### src/rtl/mem_arb_pkg.sv
// Shared encodings for the cache/memory arbiter: FSM state codes and grant IDs.
package mem_arb_pkg;

  localparam logic [1:0] ST_IDLE   = 2'd0;
  localparam logic [1:0] ST_BUSY_I = 2'd1;
  localparam logic [1:0] ST_BUSY_D = 2'd2;
  localparam logic [1:0] ST_DONE   = 2'd3;

  localparam logic GNT_I = 1'b0;
  localparam logic GNT_D = 1'b1;

  typedef enum logic [1:0] {
    IDLE   = ST_IDLE,
    BUSY_I = ST_BUSY_I,
    BUSY_D = ST_BUSY_D,
    DONE   = ST_DONE
  } state_t;

endpackage

### src/rtl/mem_arb_pick.sv
// Combinational grant selection between I- and D-cache requests.
// ARB_RR_EN selects round-robin on contention; otherwise D always beats I.
module mem_arb_pick
  import mem_arb_pkg::*;
(
  input  logic i_req,
  input  logic d_req,
  input  logic last_grant,
  output logic gnt_valid,
  output logic gnt_id
);

`ifdef ARB_RR_EN
  always_comb begin
    gnt_valid = i_req | d_req;
    gnt_id    = d_req ? GNT_D : GNT_I;
    // On contention the side that did not win last time goes first.
    if (i_req && d_req) begin
      gnt_id = (last_grant == GNT_D) ? GNT_I : GNT_D;
    end
  end
`else
  logic unused_last_grant;
  assign unused_last_grant = last_grant;

  always_comb begin
    gnt_valid = i_req | d_req;
    gnt_id    = d_req ? GNT_D : GNT_I;
  end
`endif

endmodule

### src/rtl/mem_arbiter.sv
// Shares one line-wide memory port between the I-cache and D-cache.
// Define ARB_RR_EN for round-robin arbitration; default is fixed D-over-I priority.
module mem_arbiter
  import mem_arb_pkg::*;
#(
  parameter int ADDR_W = 28,
  parameter int DATA_W = 128
) (
  input  logic              clk,
  input  logic              proc_reset,
  input  logic              i_read,
  input  logic              i_write,
  input  logic [ADDR_W-1:0] i_addr,
  input  logic [DATA_W-1:0] i_wdata,
  output logic [DATA_W-1:0] i_rdata,
  output logic              i_ready,
  input  logic              d_read,
  input  logic              d_write,
  input  logic [ADDR_W-1:0] d_addr,
  input  logic [DATA_W-1:0] d_wdata,
  output logic [DATA_W-1:0] d_rdata,
  output logic              d_ready,
  output logic              mem_read,
  output logic              mem_write,
  output logic [ADDR_W-1:0] mem_addr,
  output logic [DATA_W-1:0] mem_wdata,
  input  logic [DATA_W-1:0] mem_rdata,
  input  logic              mem_ready
);

  state_t              state_reg, state_next;
  logic                read_reg, read_next;
  logic                write_reg, write_next;
  logic [ADDR_W-1:0]   addr_reg, addr_next;
  logic [DATA_W-1:0]   wdata_reg, wdata_next;
  logic                gnt_valid, gnt_id;
  logic                last_grant;

  mem_arb_pick u_pick (
    .i_req      (i_read | i_write),
    .d_req      (d_read | d_write),
    .last_grant (last_grant),
    .gnt_valid  (gnt_valid),
    .gnt_id     (gnt_id)
  );

`ifdef ARB_RR_EN
  logic last_grant_reg;

  always_ff @(posedge clk) begin
    if (proc_reset) begin
      last_grant_reg <= GNT_I;
    end else if (state_reg == IDLE && gnt_valid) begin
      last_grant_reg <= gnt_id;
    end
  end

  assign last_grant = last_grant_reg;
`else
  assign last_grant = GNT_I;
`endif

  always_ff @(posedge clk) begin
    if (proc_reset) begin
      state_reg <= IDLE;
      read_reg  <= 1'b0;
      write_reg <= 1'b0;
      addr_reg  <= '0;
      wdata_reg <= '0;
    end else begin
      state_reg <= state_next;
      read_reg  <= read_next;
      write_reg <= write_next;
      addr_reg  <= addr_next;
      wdata_reg <= wdata_next;
    end
  end

  // The request is latched at grant; client inputs are ignored until DONE.
  always_comb begin
    state_next = state_reg;
    read_next  = read_reg;
    write_next = write_reg;
    addr_next  = addr_reg;
    wdata_next = wdata_reg;
    case (state_reg)
      IDLE: begin
        if (gnt_valid) begin
          if (gnt_id == GNT_D) begin
            state_next = BUSY_D;
            read_next  = d_read;
            write_next = d_write;
            addr_next  = d_addr;
            wdata_next = d_wdata;
          end else begin
            state_next = BUSY_I;
            read_next  = i_read;
            write_next = i_write;
            addr_next  = i_addr;
            wdata_next = i_wdata;
          end
        end
      end
      BUSY_I, BUSY_D: begin
        if (mem_ready) begin
          state_next = DONE;
          read_next  = 1'b0;
          write_next = 1'b0;
        end
      end
      DONE: begin
        state_next = IDLE;
      end
      default: begin
        state_next = IDLE;
      end
    endcase
  end

  // Ready is suppressed while reset is asserted so an aborted transfer never completes.
  assign i_ready = (state_reg == BUSY_I) && mem_ready && !proc_reset;
  assign d_ready = (state_reg == BUSY_D) && mem_ready && !proc_reset;

  assign i_rdata   = mem_rdata;
  assign d_rdata   = mem_rdata;
  assign mem_read  = read_reg;
  assign mem_write = write_reg;
  assign mem_addr  = addr_reg;
  assign mem_wdata = wdata_reg;

endmodule

### config.mk
export PLATFORM = sky130hd
export DESIGN_NAME = mem_arbiter
export DESIGN_NICKNAME = d
export VERILOG_FILES = /design/src/rtl/mem_arb_pkg.sv /design/src/rtl/mem_arb_pick.sv /design/src/rtl/mem_arbiter.sv
export SDC_FILE = /design/constraint.sdc
export NUM_CORES = 1
export LEC_CHECK = 0
export ABC_AREA = 1
export CORE_AREA = 10 10 328 330
export DETAILED_ROUTE_END_ITERATION = 16
export DIE_AREA = 0 0 338 340
export PLACE_DENSITY = 0.43
export SYNTH_ARGS = -nofsm -noshare
export SYNTH_HDL_FRONTEND = slang
export SYNTH_SLANG_ARGS = --single-unit
### constraint.sdc
create_clock -name clk -period 1.55 [get_ports clk]
set_input_delay 0.465 -clock clk [delete_from_list [all_inputs] [get_ports clk]]
set_output_delay 0.465 -clock clk [all_outputs]
set_load 0.1 [all_outputs]
Word-level counts from Yosys, hierarchy flattened
Cells that the tools add are included.
Widths: inputs -> output; s select.
{"block": "word_totals", "reg_bits": 160, "inputBits": 447, "output_inout_bits": 416}
{"block": "classes", "n_eq_ne": 5, "mux": 14, "bitwise": 3, "reduce_logical": 11}
{"operator": "$mux 128", "count": 1}
{"operator": "$mux 28", "count": 1}
{"operator": "$mux 1", "count": 6}
{"operator": "$mux 2", "count": 3}
{"operator": "$pmux 2 s3", "count": 1}
{"operator": "$eq 2x2->1 const B", "count": 2}
{"operator": "$logic_and 1x1->1", "count": 4}
{"operator": "$ne 2x2->1 const B", "count": 2}
{"operator": "$pmux 1 s2", "count": 2}
{"operator": "$reduce_and 2->1", "count": 2}
{"operator": "$or 1x1->1", "count": 3}
{"operator": "$reduce_and 3->1", "count": 1}
{"operator": "$eq 2x1->1 const B", "count": 1}
{"operator": "$logic_not 2->1", "count": 1}
{"operator": "$reduce_bool 2->1", "count": 1}
{"operator": "$reduce_or 2->1", "count": 1}
{"operator": "$logic_not 1->1", "count": 1}

Depth between registers and ports, before layout
{"block": "depth", "depth_word": 5, "depth_mapped": 9}

Modules after synthesis
From an unflattened synthesis, not the netlist that was laid out.
{"block": "unflattened", "cells_unflattened": 1342, "hier_area_um2": 9710.6}
{"mod": "mem_arbiter", "instances": 1, "cells_per_inst": 1338, "area_per_inst_um2": 9691.8}
{"mod": "mem_arb_pick", "instances": 1, "cells_per_inst": 4, "area_per_inst_um2": 18.8}

Worst setup path after synthesis
OpenSTA, ideal clock, no wires.
{"block": "synth_timing", "path_type": "reg-to-output", "startpoint": "reg state_reg[0]", "endpoint": "out d_ready", "arrival_ns": 1.830, "slack_ns": -0.745, "stages_incl_launch_ff": 5, "path_buffers": 0, "cell_sequence": "dfxtp_1 -> inv_1 -> ha_1 -> nand2_1 -> nor2_1"}
{"block": "synth_via", "elab_chain_len": 3}
{"element": "start: declaration", "line_no": "mem_arbiter.sv:31", "rtl": "state_t state_reg, state_next;"}
{"element": "start signal: assignment", "line_no": "mem_arbiter.sv:71", "rtl": "state_reg <= state_next;"}
{"element": "$eq 2x2->1", "line_no": "mem_arbiter.sv:122", "rtl": "assign d_ready = (state_reg == BUSY_D) && mem_ready && !proc_reset;"}
{"element": "$logic_and 1x1->1 (2 in a row)", "line_no": "mem_arbiter.sv:122"}
{"element": "end: declaration", "line_no": "mem_arbiter.sv:22", "rtl": "output logic d_ready,"}
No other way between the ends.

Worst setup path in the final report
{"block": "layout_timing", "startpoint": "in mem_ready", "endpoint": "out d_ready"}
{"block": "layout_via", "elab_chain_len": 2}
{"element": "start: declaration", "line_no": "mem_arbiter.sv:28", "rtl": "input logic mem_ready"}
{"element": "$logic_and 1x1->1 (2 in a row)", "line_no": "mem_arbiter.sv:122"}
No other way between the ends.

==> impl_metrics.toml <==
[logic_synthesis]
synth_fa_ha_area_share_pct = 0.510
syn_area_um2 = 9800
synth.avg_cell_area_um2 = 6.50
synth_top_family_by_area = "simple AND/OR/NAND/NOR gates"
synthMuxAreaShare_pct = 0
yosys_register_bits = 160
synth_compound_gate_area_share_pct = 16.2
synth_nets = 1959
yosysWarningCount = 0
synth_simple_gate_area_share_pct = 25.4
synthCells = 1508
ys_types = 16
synth_xor_area_share_pct = 0
yosysSeqAreaShare_pct = 32.7

[setup_path]
cp_max_fo = 3
max_stage_delay_ps = 600
cp.arrival_ps = 1440
reg2reg_depth = 8
endpoint_kind = "output pin"
path_class = "in2out"
startpoint_type = "input port"
path_cells = "clkdlybuf4s50_1, nand2_4, nor2_4, buf_12"
cp.required_ps = 1080
crit_slowest_cell = "clkdlybuf4s50_1"

[flow_run]
maxCapViolations = 0

[timing]
rsz0062_at_grt = "yes"
finalCritPeriodShare_pct = 123
slew_headroom_pct = 72.9
setup_viol = 5
max_freq_mhz = 525
worstMarginPinSlew_ps = 407
finalHoldViolations = 0
fin_skew_ps = 11.6
timing.final.ws_setup_ps = -356
min_period_ps = 1910
fin_hold_ws_ps = 425
slew_viol_final = 0

[place]
hpwl_um = 52500
place_congestion = 0.835
post-place-ws_ps = -624
placed_cell_area_um2 = 16500
port_buffers = 478

[power]
clockPowerShare_pct = 10.9
leakagePower_nw = 7.61
p_sw_mw = 22.3
ir_drop_v = 0.00112
seqPwrFrac_pct = 19.0
power_density_nw_per_um2 = 2290
internal_power_mw = 19.9
p_comb_share_pct = 70.1
swShare_pct = 52.8

[die]
fp.coreArea_um2 = 101000
start_util_pct = 9.69
die_area_um2 = 115000
ios = 863
row_count = 117
die_w_um = 338
die_h_um = 340

[routing]
drtAntennaViolNets = 0
drt_iter0_drc = 459
drcViolationCount = 0
via_count = 10400
wl_um = 67200
wl_per_cell_um = 21.4
dr.pass1.iters = 4
routed_via_density = 3.29

[clock_tree]
clkLatencyLatePin_ps = 490
hold_buffers = 0
numCtsBuffers = 17
htreeDepth = 4
cts_tree = "done"
clk_pin_slew_worst_paths_ps = 70
clkSinkCount = 160
clockBufferDepth = 2
root_buffer = "clkbuf_16"

[run_status]
status = "finished with violations"
violations = "setup timing"

[global_route]
grt_pass1_wl_um = 85100
grt_overflow = 0
antenna_found_initial = 5
grt_max_degree = 61
grtUsageTotal_pct = 10.6
grt_pass1_vias = 10500

[layout]
final_area_um2 = 18400
nNetsFinal = 2218
mostFrequentLayoutCell = "nand2_1"
largest_reg_flops = 128
drive_above_1_share_pct = 32.0
area_growth_pct = 87.9
final_cell_mix = "483 x nand2_1, 314 x clkdlybuf4s50_1, 185 x buf_12"

[min_path]
min_path_type = "in2reg"
holdPathStages = 5
==> cells by family after synthesis <==
| family | Yosys count |
|---|---|
| buf+inv | 370 |
| fa+ha+maj | 4 |
| simple gates | 657 |
| compound gates | 317 |
| flops | 160 |
==> synthesized netlist by cell type (all sizes together) <==
| cell | count | area share, % |
|---|---|---|
| a21oi | 159 | 8.1 |
| buf | 332 | 24 |
| clkbuf | 27 | 1.0 |
| dfxtp | 160 | 33 |
| ha | 4 | 0.51 |
| inv | 11 | 0.42 |
| nand2 | 488 | 19 |
| nand3 | 5 | 0.26 |
| nor2 | 163 | 6.3 |
| o21ai | 158 | 8.1 |
| or2 | 1 | 0.064 |
==> layout make-up <==
type,count,area (um2)
Sequential cell,160,3500
Clock buffer,19,443
Antenna cell,2,5.00
Timing Repair Buffer,599,8000
Tap cell,1368,1710
Fill cell,11500,82700
Inverter,11,43.8
Clock inverter,10,140
Multi-Input combinational cell,978,4570
==> repair_timing <==
action | in CTS | in global routing
buffers inserted | 5 | 16
resized for setup | 216 | 184
pin swaps | 5 | 24
setup endpoints to repair | 186 | 171
cloned | 4 | 12
endpoints found under the hold margin | 0 | 0
==> power by group through the flow <==
stage	clock network [mW]	registers (mW)	logic (mW)
detailed placement	0	7.58	26.7
global placement	0	7.56	26.8
floorplan	0	17.7	7.55
global route	4.99	8.24	31.1
finish	4.60	8.04	29.6
CTS	4.93	7.95	27.3
==> stage by stage <==
stage,util [%],total power [mW],setup TNS (ps),instances
floorplan,-,25.2,0,1508
global placement,16.3,34.3,-82050,3081
detailed placement,16.3,34.3,-83360,3081
CTS,17.4,40.2,-4280,3119
global route,18.2,44.3,-3310,3146
finish,18.2,42.2,-708,3147
==> metal layers <==
layer	GRT usage (%)	vias to the layer above	routed length [um]	share of wire [%]
met4	2.91	2	1160	1.7
met1	12.2	4589	26700	40
met2	16.6	643	30000	45
met3	6.21	65	9370	14
met5	0.553	-	71	0.11
li1	-	5052	-	-
==> critical path, delay by kind of cell <==
kind | cells | cell delay [ps]
AND/OR/NAND/NOR | 2 | 180
buffers and inverters | 2 | 780
==> final timing paths <==
| kind | start | slack, ps | end |
|---|---|---|---|
| setup / recovery | mem_ready | -360 | d_ready |
| setup reg to reg | state_reg[1] | 0 | mem_wdata[107] |
| hold reg to reg | mem_wdata[100] | 490 | mem_wdata[100] |
| hold / removal | i_read | 430 | mem_read |
(Power assumes the default switching activity.)
